<file path="src/rtl/ex_div_pkg.sv">
`default_nettype none
// ============================================================================
// Module      : ex_div_pkg
// Description : Shared constants for the EX-stage divider. Holds the divider
//               FSM state encodings, the signed/unsigned operation select
//               values and the stall-request levels driven on stop_o.
// Revision    : 1.0 - initial release
// ============================================================================
package ex_div_pkg;

  // Divider FSM state encodings
  localparam logic [1:0] DivIdle = 2'd0;
  localparam logic [1:0] DivBusy = 2'd1;
  localparam logic [1:0] DivDone = 2'd2;

  // div_signed_i values
  localparam logic DivSigned   = 1'b1;
  localparam logic DivUnsigned = 1'b0;

  // Stall-request levels toward the pipeline controller
  localparam logic Stop   = 1'b1;
  localparam logic NoStop = 1'b0;

endpackage : ex_div_pkg
`default_nettype wire

</file>
<file path="src/rtl/ex_div_step.sv">
`default_nettype none
// ============================================================================
// Module      : ex_div_step
// Description : One combinational restoring-division iteration. Shifts
//               {rem, quot} left by one, trial-subtracts the divisor from the
//               WIDTH+1-bit partial remainder and keeps the difference (and
//               sets the new quotient LSB) when it is non-negative.
// Ports       : rem_i   - current partial remainder (always < divisor)
//               quot_i  - current quotient / remaining dividend bits
//               div_i   - divisor magnitude
//               rem_o   - next partial remainder
//               quot_o  - next quotient
// Revision    : 1.0 - initial release
// ============================================================================
module ex_div_step #(
  parameter int WIDTH = 32
) (
  input  logic [WIDTH-1:0] rem_i,
  input  logic [WIDTH-1:0] quot_i,
  input  logic [WIDTH-1:0] div_i,
  output logic [WIDTH-1:0] rem_o,
  output logic [WIDTH-1:0] quot_o
);

  logic [WIDTH:0] w_rem_sh;
  logic [WIDTH:0] w_diff;

  assign w_rem_sh = {rem_i, quot_i[WIDTH-1]};
  assign w_diff   = w_rem_sh - {1'b0, div_i};

  // The remainder stays below the divisor, so after either outcome the top
  // bit of the WIDTH+1-bit value is zero and WIDTH bits suffice.
  always_comb begin
    if (w_diff[WIDTH]) begin
      rem_o  = w_rem_sh[WIDTH-1:0];
      quot_o = {quot_i[WIDTH-2:0], 1'b0};
    end else begin
      rem_o  = w_diff[WIDTH-1:0];
      quot_o = {quot_i[WIDTH-2:0], 1'b1};
    end
  end

endmodule : ex_div_step
`default_nettype wire

</file>
<file path="src/rtl/ex_div.sv">
`default_nettype none
// ============================================================================
// Module      : ex_div
// Description : Multi-cycle restoring divider for DIV/DIVU in the EX stage.
//               Requests a pipeline stall while busy, abandons work on
//               flush, and returns quotient (LO) and remainder (HI) with a
//               one-cycle ready strobe.
// Ports       : cpu_clk_75M  - clock
//               cpu_rst      - synchronous active-high reset
//               div_start_i  - DIV/DIVU present in EX (held while stalled)
//               div_signed_i - 1 = DIV, 0 = DIVU
//               dividend_i   - rs operand, sampled on accept
//               divisor_i    - rt operand, sampled on accept
//               flush_i      - controller flush, aborts any operation
//               stop_o       - stall request (stop_from_ex)
//               ready_o      - result-valid strobe
//               quot_o       - quotient
//               rem_o        - remainder
// Config      : DIV_ZERO_FAST_EN - when defined, a zero divisor skips the
//               iterations and completes one cycle after accept.
// Revision    : 1.0 - initial release
// ============================================================================
module ex_div
  import ex_div_pkg::*;
#(
  parameter int WIDTH = 32,
  parameter int CNT_W = 6
) (
  input  logic             cpu_clk_75M,
  input  logic             cpu_rst,
  input  logic             div_start_i,
  input  logic             div_signed_i,
  input  logic [WIDTH-1:0] dividend_i,
  input  logic [WIDTH-1:0] divisor_i,
  input  logic             flush_i,
  output logic             stop_o,
  output logic             ready_o,
  output logic [WIDTH-1:0] quot_o,
  output logic [WIDTH-1:0] rem_o
);

  localparam logic [CNT_W-1:0] c_LAST_STEP = CNT_W'(WIDTH - 1);

  logic [1:0]       r_state;
  logic [1:0]       w_next_state;
  logic [CNT_W-1:0] r_cnt;
  logic [WIDTH-1:0] r_rem;
  logic [WIDTH-1:0] r_quot;
  logic [WIDTH-1:0] r_div;
  logic [WIDTH-1:0] r_dividend;
  logic             r_q_sign;
  logic             r_r_sign;
  logic             r_dz;
  logic [WIDTH-1:0] r_quot_res;
  logic [WIDTH-1:0] r_rem_res;

  logic             w_a_neg;
  logic             w_b_neg;
  logic [WIDTH-1:0] w_abs_a;
  logic [WIDTH-1:0] w_abs_b;
  logic             w_div_zero;
  logic             w_accept;
  logic             w_last_step;
  logic [WIDTH-1:0] w_rem_next;
  logic [WIDTH-1:0] w_quot_next;

  assign w_a_neg     = (div_signed_i == DivSigned) & dividend_i[WIDTH-1];
  assign w_b_neg     = (div_signed_i == DivSigned) & divisor_i[WIDTH-1];
  assign w_abs_a     = w_a_neg ? -dividend_i : dividend_i;
  assign w_abs_b     = w_b_neg ? -divisor_i  : divisor_i;
  assign w_div_zero  = (divisor_i == '0);
  assign w_accept    = (r_state == DivIdle) & div_start_i & ~flush_i;
  assign w_last_step = (r_cnt == c_LAST_STEP);

  ex_div_step #(
    .WIDTH (WIDTH)
  ) u_div_step (
    .rem_i  (r_rem),
    .quot_i (r_quot),
    .div_i  (r_div),
    .rem_o  (w_rem_next),
    .quot_o (w_quot_next)
  );

  // State register
  always_ff @(posedge cpu_clk_75M) begin
    if (cpu_rst) begin
      r_state <= DivIdle;
    end else begin
      r_state <= w_next_state;
    end
  end

  // Next-state logic; flush overrides everything
  always_comb begin
    w_next_state = r_state;
    case (r_state)
      DivIdle: begin
        if (w_accept) begin
`ifdef DIV_ZERO_FAST_EN
          w_next_state = w_div_zero ? DivDone : DivBusy;
`else
          w_next_state = DivBusy;
`endif
        end
      end
      DivBusy: begin
        if (w_last_step) begin
          w_next_state = DivDone;
        end
      end
      DivDone: w_next_state = DivIdle;
      default: w_next_state = DivIdle;
    endcase
    if (flush_i) begin
      w_next_state = DivIdle;
    end
  end

  // Outputs; stop_o is combinational so the controller stalls in the accept
  // cycle, and drops in DONE so the pipeline advances with the result.
  always_comb begin
    stop_o  = NoStop;
    ready_o = 1'b0;
    case (r_state)
      DivIdle: if (div_start_i) stop_o = Stop;
      DivBusy: stop_o = Stop;
      DivDone: ready_o = 1'b1;
      default: ;
    endcase
    if (flush_i) begin
      stop_o  = NoStop;
      ready_o = 1'b0;
    end
  end

  // Datapath: operand latches, iteration registers and result registers.
  // Results are written on the edge entering DONE so they are valid while
  // ready_o is high, and then hold until the next completion.
  always_ff @(posedge cpu_clk_75M) begin
    if (cpu_rst) begin
      r_cnt      <= '0;
      r_rem      <= '0;
      r_quot     <= '0;
      r_div      <= '0;
      r_dividend <= '0;
      r_q_sign   <= 1'b0;
      r_r_sign   <= 1'b0;
      r_dz       <= 1'b0;
      r_quot_res <= '0;
      r_rem_res  <= '0;
    end else if (flush_i) begin
      r_cnt <= '0;
    end else begin
      case (r_state)
        DivIdle: begin
          if (w_accept) begin
            r_cnt      <= '0;
            r_rem      <= '0;
            r_quot     <= w_abs_a;
            r_div      <= w_abs_b;
            r_dividend <= dividend_i;
            r_q_sign   <= w_a_neg ^ w_b_neg;
            r_r_sign   <= w_a_neg;
            r_dz       <= w_div_zero;
`ifdef DIV_ZERO_FAST_EN
            if (w_div_zero) begin
              r_quot_res <= '1;
              r_rem_res  <= dividend_i;
            end
`endif
          end
        end
        DivBusy: begin
          r_rem  <= w_rem_next;
          r_quot <= w_quot_next;
          r_cnt  <= r_cnt + 1'b1;
          if (w_last_step) begin
            // Divide by zero bypasses sign correction entirely
            if (r_dz) begin
              r_quot_res <= '1;
              r_rem_res  <= r_dividend;
            end else begin
              r_quot_res <= r_q_sign ? -w_quot_next : w_quot_next;
              r_rem_res  <= r_r_sign ? -w_rem_next  : w_rem_next;
            end
          end
        end
        DivDone: r_cnt <= '0;
        default: r_cnt <= '0;
      endcase
    end
  end

  assign quot_o = r_quot_res;
  assign rem_o  = r_rem_res;

endmodule : ex_div
`default_nettype wire

</file>
<file path="config.mk">
export PLATFORM = sky130hd
export DESIGN_NAME = ex_div
export DESIGN_NICKNAME = d
export VERILOG_FILES = /design/src/rtl/ex_div_pkg.sv /design/src/rtl/ex_div_step.sv /design/src/rtl/ex_div.sv
export SDC_FILE = /design/constraint.sdc
export NUM_CORES = 1
export LEC_CHECK = 0
export BUFFER_PORTS_ARGS = -buffer_cell sky130_fd_sc_hd__buf_2
export CORE_AREA = 2 2 197 199
export CTS_BUF_LIST = sky130_fd_sc_hd__clkbuf_4
export DETAILED_ROUTE_END_ITERATION = 16
export DIE_AREA = 0 0 199 201
export MAX_ROUTING_LAYER = met4
export SLEW_MARGIN = 20
export SYNTH_ARGS = -nofsm -noshare
export SYNTH_HDL_FRONTEND = slang
export SYNTH_SLANG_ARGS = --single-unit
export TNS_END_PERCENT = 5
</file>
<file path="constraint.sdc">
create_clock -name cpu_clk_75M -period 14.33 [get_ports cpu_clk_75M]
set_clock_uncertainty 0.1 [all_clocks]
set_input_delay 4.299 -clock cpu_clk_75M [delete_from_list [all_inputs] [get_ports cpu_clk_75M]]
set_output_delay 4.299 -clock cpu_clk_75M [all_outputs]
set_load 0.02 [all_outputs]
</file>
* Word level (Yosys, flattened, before mapping)
Index checks and enable logic that the tools add are counted.
Storage, ports and cells: bits in registers 203, output and inout port bits 66, word-level logic and storage cells 58
Operators by class: $add $sub $neg 6, equality and inequality tests 5, mux-type cells 22, bitwise logic cells 6, reductions and logical operators 8
Operator list (number):
- 32-bit two-way mux | 9
- 32-bit negation | 4
- 32-bit one-hot mux with 2 select lines | 2
- 33-bit by 32-bit subtractor with 33-bit output | 1
- 32-bit zero test | 1
- 6-bit one-hot mux with 2 select lines | 1
- 3-bit AND reduction | 3
- 6-bit by 1-bit adder with 6-bit output, second input constant | 1
- 6-bit by 5-bit equality test with 1-bit output, second input constant | 1
- 6-bit two-way mux | 1
- 1-bit two-way mux | 5
- 1-bit AND | 4
- 2-bit two-way mux | 2
- 2-bit != test, second input constant | 2
- 2-bit one-hot mux with 2 select lines | 1
- 2-bit by 1-bit equality test with 1-bit output, second input constant | 1
- 2-bit equality test, second input constant | 1
- 2-bit zero test | 1
- 1-bit one-hot mux with 2 select lines | 1
- 2-bit AND reduction | 1
- 2-bit nonzero test | 1
- 2-bit OR reduction | 1
- 1-bit NOT | 1
- 1-bit XOR | 1

* Logic depth before layout (Yosys ltp)
Gate-level depths: netlist of run 1.
depth in word-level cells 5, gate-level depth with buffers 27, mapped depth without buffers 24

* Cells and area by module
Synthesis of run 1 repeated with hierarchy kept, for this count alone.
Second synthesis, totals: cells, all modules 1670, area, all modules 12906.1 sq um
By module, submodules not included:
- ex_div | times used 1, cells each 1334, area an instance 10314.9 sq um, seq. area each 4063.9 sq um
- ex_div_step | times used 1, cells each 336, area an instance 2591.2 sq um, seq. area each 0.0 sq um

* Worst setup path before layout of run 1
OpenSTA, ideal clock, no wires.
path type input -> output, start point in flush_i, end point out stop_o, arrival time 5226 ps, data required time 9931 ps, slack 4705 ps, stages on the path 4, path buffers 1, path through clkbuf_1 > nor2_1 > o21ai_1 > clkinv_1
Between the ends: word-level cells in the longest chain between the ends 1
RTL lines:
- start, declared | line ex_div.sv:35 | input logic flush_i,
- 1-bit two-way mux | line ex_div.sv:131 | if (flush_i) begin
- end, declared | line ex_div.sv:36 | output logic stop_o,
Every way passes these cells.

* Worst setup path after layout of run 1
Same ends and word-level chain as after synthesis.

==> results of run 1 <==
-- state kept, by name, summed over array words and instances (netlist names), 2 cells and up --
register	count
quot_o	32
r_cnt	6
r_div	32
r_dividend	32
r_quot	32
r_rem	32
r_state	2
rem_o	32
-- kinds of logic (layout without fill, tap and decap cells) --
kind of cell             after synthesis  in the layout  synth area share [%]
AO/OA/AOI/OAI                        557            557                 26.87
XOR/XNOR                             127            127                 8.532
multiplexers                          35             35                 2.735
adder cells (fa/ha/maj)               38             38                 3.704
buffers and inverters                173            316                 5.643
other                                  0              5                     0
flip-flops                           203            203                 31.17
AND/OR/NAND/NOR                      600            600                 21.34
-- worst max-delay path by stage --
stage	start	to	slack, ps	cells past startpoint
floorplan	flush_i	stop_o	4710	4
detailed placement	flush_i	stop_o	4150	6
finish	flush_i	stop_o	4150	6
CTS	flush_i	stop_o	4150	6
global route	flush_i	stop_o	3990	6
global placement	flush_i	stop_o	4200	6
-- critical path: stages --
cell	delay [ps]
buf_2	170
nor2_1	100
o21ai_4	70
buf_4	520
clkinv_1	350
buf_2	260
-- power groups by stage --
stage / Combinational [mW] / Clock, mW / Sequential (mW)
finish: 0.249 / 0.560 / 0.596
global route: 0.276 / 0.611 / 0.598
CTS: 0.247 / 0.577 / 0.596
detailed placement: 0.245 / 0 / 0.609
global placement: 0.243 / 0 / 0.608
floorplan: 0.177 / 0 / 0.603
-- layout make-up --
class	instances	area (µm²)	share of cell area, %
Antenna cell	5	12.51	0.08476
Clock buffer	86	645.6	4.374
Clock inverter	19	110.1	0.7459
Inverter	64	240.2	1.627
Multi-Input combinational cell	1357	8270	56.03
Sequential cell	203	4064	27.53
Tap cell	518	648.1	4.391
Timing Repair Buffer	147	770.7	5.221
-- metal layers --
metal / global-route usage [%] / wire (µm) / vias up
li1: - / - / 6474
met1: 28.91 / 19640 / 6241
met2: 33.79 / 19390 / 378
met3: 3.730 / 2493 / 65
met4: 6.397 / 958 / 0
met5: - / 0 / -
-- layout by cell type (no fill, tap or decap), types with 62 or more instances in the layout --
master and n:
xnor2_1 65, a21oi_1 195, dfxtp_1 203, clkbuf_4 86, buf_2 133, xor2_1 62, inv_1 62, nor2_1 185
o21ai_0 129, a211oi_1 70, nand2_1 202
-- stage by stage --
step	utilization (%)	hold slack, ps	power [mW]	worst slack (ps)	std cells
4_1_cts	38.71	352.9	1.420	4147	2394
3_5_place_dp	36.72	345.5	0.8535	4154	2289
6_report	38.74	353.6	1.405	4150	2399
2_1_floorplan	-	331.9	0.7802	4705	1733
3_3_place_gp	36.72	342.2	0.8509	4204	2289
5_1_grt	38.74	374.1	1.485	3990	2399
==> flow_summary.ini, run 1 <==
[outcome]
status = finished, final reports clean

[yosys]
synth.distinct_cells = 89
synth_top_area_share_pct = 31.17
netlist_area_um2 = 13040
syn-num-nets = 1840
yosys-top-cells-count = 203 x dfxtp_1, 202 x nand2_1, 195 x a21oi_1
synth_edf_count = 0
syn_avg_cell_area_um2 = 7.523
yosysMostFrequentCell = dfxtp_1
synth-seq-area-share_pct = 31.17
synth_area_leader_cell = dfxtp_1
ys_ff_latch = 203
ys_dominant_reg_cell = dfxtp_1
syn_inst = 1733
async_reset_ff_share_pct = 0
synthTopCellsByArea = dfxtp_1 31%, a21oi_1 7.5%, nand2_1 5.8%
synth_warnings = 0

[final_layout]
area.growth.synth_to_final_pct = 13.22
drive_above_1_share_pct = 14.87
nFillCells = 4033
stdcell_area_um2 = 14760
nets = 1938

[placement]
placed_cell_area_um2 = 13990
hpwl_mm = 31.42
port_buffers = 134
gp_congestion = 0.8798

[die]
initial_core_util_pct = 34.21
core-area_um2 = 38110
die_x_um = 199
die_h_um = 201
num_io_pins = 135
num_rows = 72
die_area_um2 = 40000

[clock_network]
ctsHtreeMaxLevel = 2
clock_sinks = 203
cts.reportedPaths.clkPinSlew_ps = 60
clock_latency_ps = 770
ctsRootBufferMaster = clkbuf_4
cts_tree = done
ctsResizeCount = 0
post-cts-setup-buffer-count = 0
clock_path_buffers = 3
cts-hold-fix-buffers = 0
cts_buffers = 58

[min_path]
hold_path_depth = 2
hold_path_class = flip-flop to flip-flop
min_to = r_dividend[9]
hp-start = r_dividend[9]

[timing]
fin_crit_ps = 10180
fmax_mhz = 98.23
worst_pin_slew_ps = 1084
setup_tns_ps = 0
min_period_over_period_pct = 71.04
report.final.setup_viol = 0
slew_headroom_pct = 27.50
finalHoldViolCount = 0
drv_slew = 0
grt_setup_unrepaired = no

[power_and_ir_drop]
p_leak_nw = 5.823
seqPwrFrac_pct = 42.4
comb_power_share_pct = 17.7
switching_share_pct = 31.56
ir_worst_vdd_v = 0.00005139
p_per_area_nw_per_um2 = 95.19
switchingPower_uw = 443.4
internal_power_uw = 961.7
clkPwrFrac_pct = 39.9

[route]
ant_nets = 0
first_pass_iters = 5
via_per_inst = 5.485
drt_iter0_markers = 930
routed_wl_mm = 42.48
route.detailed.drc = 0
vias = 13160
routedWlPerCell_um = 17.71

[worst_setup_path]
r2r-start = r_quot[31]
critical_path_arrival_ps = 5780
rr_endpoint = rem_o[26]
end_kind = output port
reg2regPathDepth = 23
crit_required_ps = 9930
r2r_setup_slack_ps = 8080
worstSetupPathType = input pin to output port
cp-start-kind = input pin
cp_max_fo = 64

[grt]
grtUsageTotal_pct = 21.77
antenna_found_initial = 6
grt_pass1_vias = 12420
grt-ovfl-total = 0
grt_pass1_wl_mm = 67.54
grt_max_degree = 94

[flow_run]
drv_cap = 0
No activity file was read; power rests on OpenSTA's default activity.
==> run 2: changes to the inputs <==
==> constraint.sdc (replaced) <==
create_clock -name cpu_clk_75M -period 8.15 [get_ports cpu_clk_75M]
set_clock_uncertainty 0.1 [all_clocks]
set_input_delay 2.445 -clock cpu_clk_75M [delete_from_list [all_inputs] [get_ports cpu_clk_75M]]
set_output_delay 2.445 -clock cpu_clk_75M [all_outputs]
set_load 0.02 [all_outputs]
==> flow_summary.ini, run 2 (synthesis gave the netlist of run 1 again) <==
[worst_setup_path]
worstSetupPathType = flip-flop to flip-flop
cp_max_fo = 42
critical_path_arrival_ps = 6430
startpoint = r_quot[31]
rr_endpoint = rem_o[26]
r2r-start = r_quot[31]
crit_required_ps = 8630
cp-start-kind = flip-flop
r2r_setup_slack_ps = 2200
end_kind = flip-flop
reg2regPathDepth = 23

[final_layout]
final_cell_mix = 203 x dfxtp_1, 202 x nand2_1, 195 x a21oi_1, 185 x nor2_1, 133 x buf_2
area.growth.synth_to_final_pct = 12.60
nets = 1937
drive_above_1_share_pct = 14.51
layout_commonest_cell = dfxtp_1
final_cells = 2389
nFillCells = 4028

[grt]
grt_max_degree = 94
grt-ovfl-total = 0
grt_pass1_vias = 12170
grt_pass1_wl_mm = 67.37
antenna_found_initial = 3
grtUsageTotal_pct = 21.81

[flow_run]
drv_cap = 0

[power_and_ir_drop]
finalPower_mw = 2.386
p_per_area_nw_per_um2 = 162.5
internal_power_mw = 1.608
clkPwrFrac_pct = 37.5
switching_share_pct = 32.60
p_leak_nw = 5.779
switchingPower_uw = 777.8
comb_power_share_pct = 18.6
seqPwrFrac_pct = 43.9
ir_worst_vdd_v = 0.00009370

[die]
core-area_um2 = 38110
initial_core_util_pct = 34.21
num_io_pins = 135
die_x_um = 199
die_h_um = 201
num_rows = 72
die_area_um2 = 40000

[clock_network]
cts.reportedPaths.clkPinSlew_ps = 70
clock_path_buffers = 3
clock_latency_ps = 760
cts-hold-fix-buffers = 0
cts_buffers = 56
ctsRootBufferMaster = clkbuf_4
clock_sinks = 203
ctsResizeCount = 0
cts_tree = done
ctsHtreeMaxLevel = 2
post-cts-setup-buffer-count = 0

[timing]
worst_pin_slew_ps = 1083
setup_tns_ps = 0
fin_crit_ps = 5952
finalHoldViolCount = 0
drv_slew = 0
slew_headroom_pct = 27.61
fmax_mhz = 168.0
report.final.setup_viol = 0
final.setup.worst_slack_ps = 2198
min_period_over_period_pct = 73.03
grt_setup_unrepaired = no

[min_path]
hp-start = r_dividend[30]
hold_path_class = flip-flop to flip-flop
hold_path_depth = 2
min_to = r_dividend[30]

[placement]
port_buffers = 134
dp.cells = 2289
gp_congestion = 0.9247
hpwl_mm = 31.93
pre_cts_ws_ps = 2341

[route]
first_pass_iters = 6
drt_iter0_markers = 1045
route.detailed.drc = 0
ant_nets = 0
routed_wl_mm = 43.26
via_per_inst = 5.474
vias = 13080
routedWlPerCell_um = 18.11

[outcome]
status = finished, final reports clean
## run 2: worst max-delay path by stage
stage	to	slack, ps	depth (start not counted)
floorplan	stop_o	2230	4
finish	rem_o[26]	2200	23
detailed placement	rem_o[26]	2340	23
global placement	stop_o	2380	5
CTS	rem_o[26]	2350	23
global route	rem_o[28]	1820	23
## run 2: routing by layer
metal / vias to the layer above / GRT usage [%] / part of all wire (%)
li1: 6445 / - / -
met1: 6180 / 29.28 / 47
met2: 380 / 33.72 / 45
met3: 72 / 3.125 / 5.3
met4: 0 / 6.823 / 2.5
met5: - / - / 0
## run 2: stage by stage
| step | area (µm²) | util [%] | hold WS [ps] |
|---|---|---|---|
| after floorplan | 13040 | - | 331.9 |
| after global placement | 13990 | 36.72 | 341.7 |
| after detailed placement | 13990 | 36.72 | 344.4 |
| after CTS | 14650 | 38.45 | 353.6 |
| after global routing | 14680 | 38.52 | 373.2 |
| final | 14680 | 38.52 | 353.0 |
## run 2: worst max-delay path, stage by stage (launching register included)
cell      delay, ps
dfxtp_1         350
inv_1            70
ha_1            160
inv_1            50
fa_1            430
a211oi_2        280
o211ai_2        170
a211oi_1        350
or3_4           220
a31o_2          270
nand2_2          90
inv_2           550
nor2_1           80
a21oi_1         280
ha_1            280
nand2_1          60
nor4_1          250
o21ai_0         210
nor3_1          300
mux2i_1         230
or4_1           510
o211ai_1        240
mux2i_1         220
a21oi_1          80
## run 2: area by class of cell
class                           count  area [µm²]  area share (%)
Clock inverter                     20       88.84          0.6051
Timing Repair Buffer              148       790.8           5.387
Tap cell                          518       648.1           4.415
Inverter                           64       240.2           1.636
Antenna cell                        3       7.507         0.05114
Multi-Input combinational cell   1357        8270           56.34
Sequential cell                   203        4064           27.68
Clock buffer                       76       570.5           3.886
## run 2: power by group through the flow
stage | logic [mW] | registers (mW) | clock network, mW
after CTS | 0.439 | 1.05 | 0.925
after detailed placement | 0.436 | 1.07 | 0
final | 0.443 | 1.05 | 0.896
after global placement | 0.434 | 1.07 | 0
after global routing | 0.489 | 1.05 | 0.972
after floorplan | 0.311 | 1.06 | 0
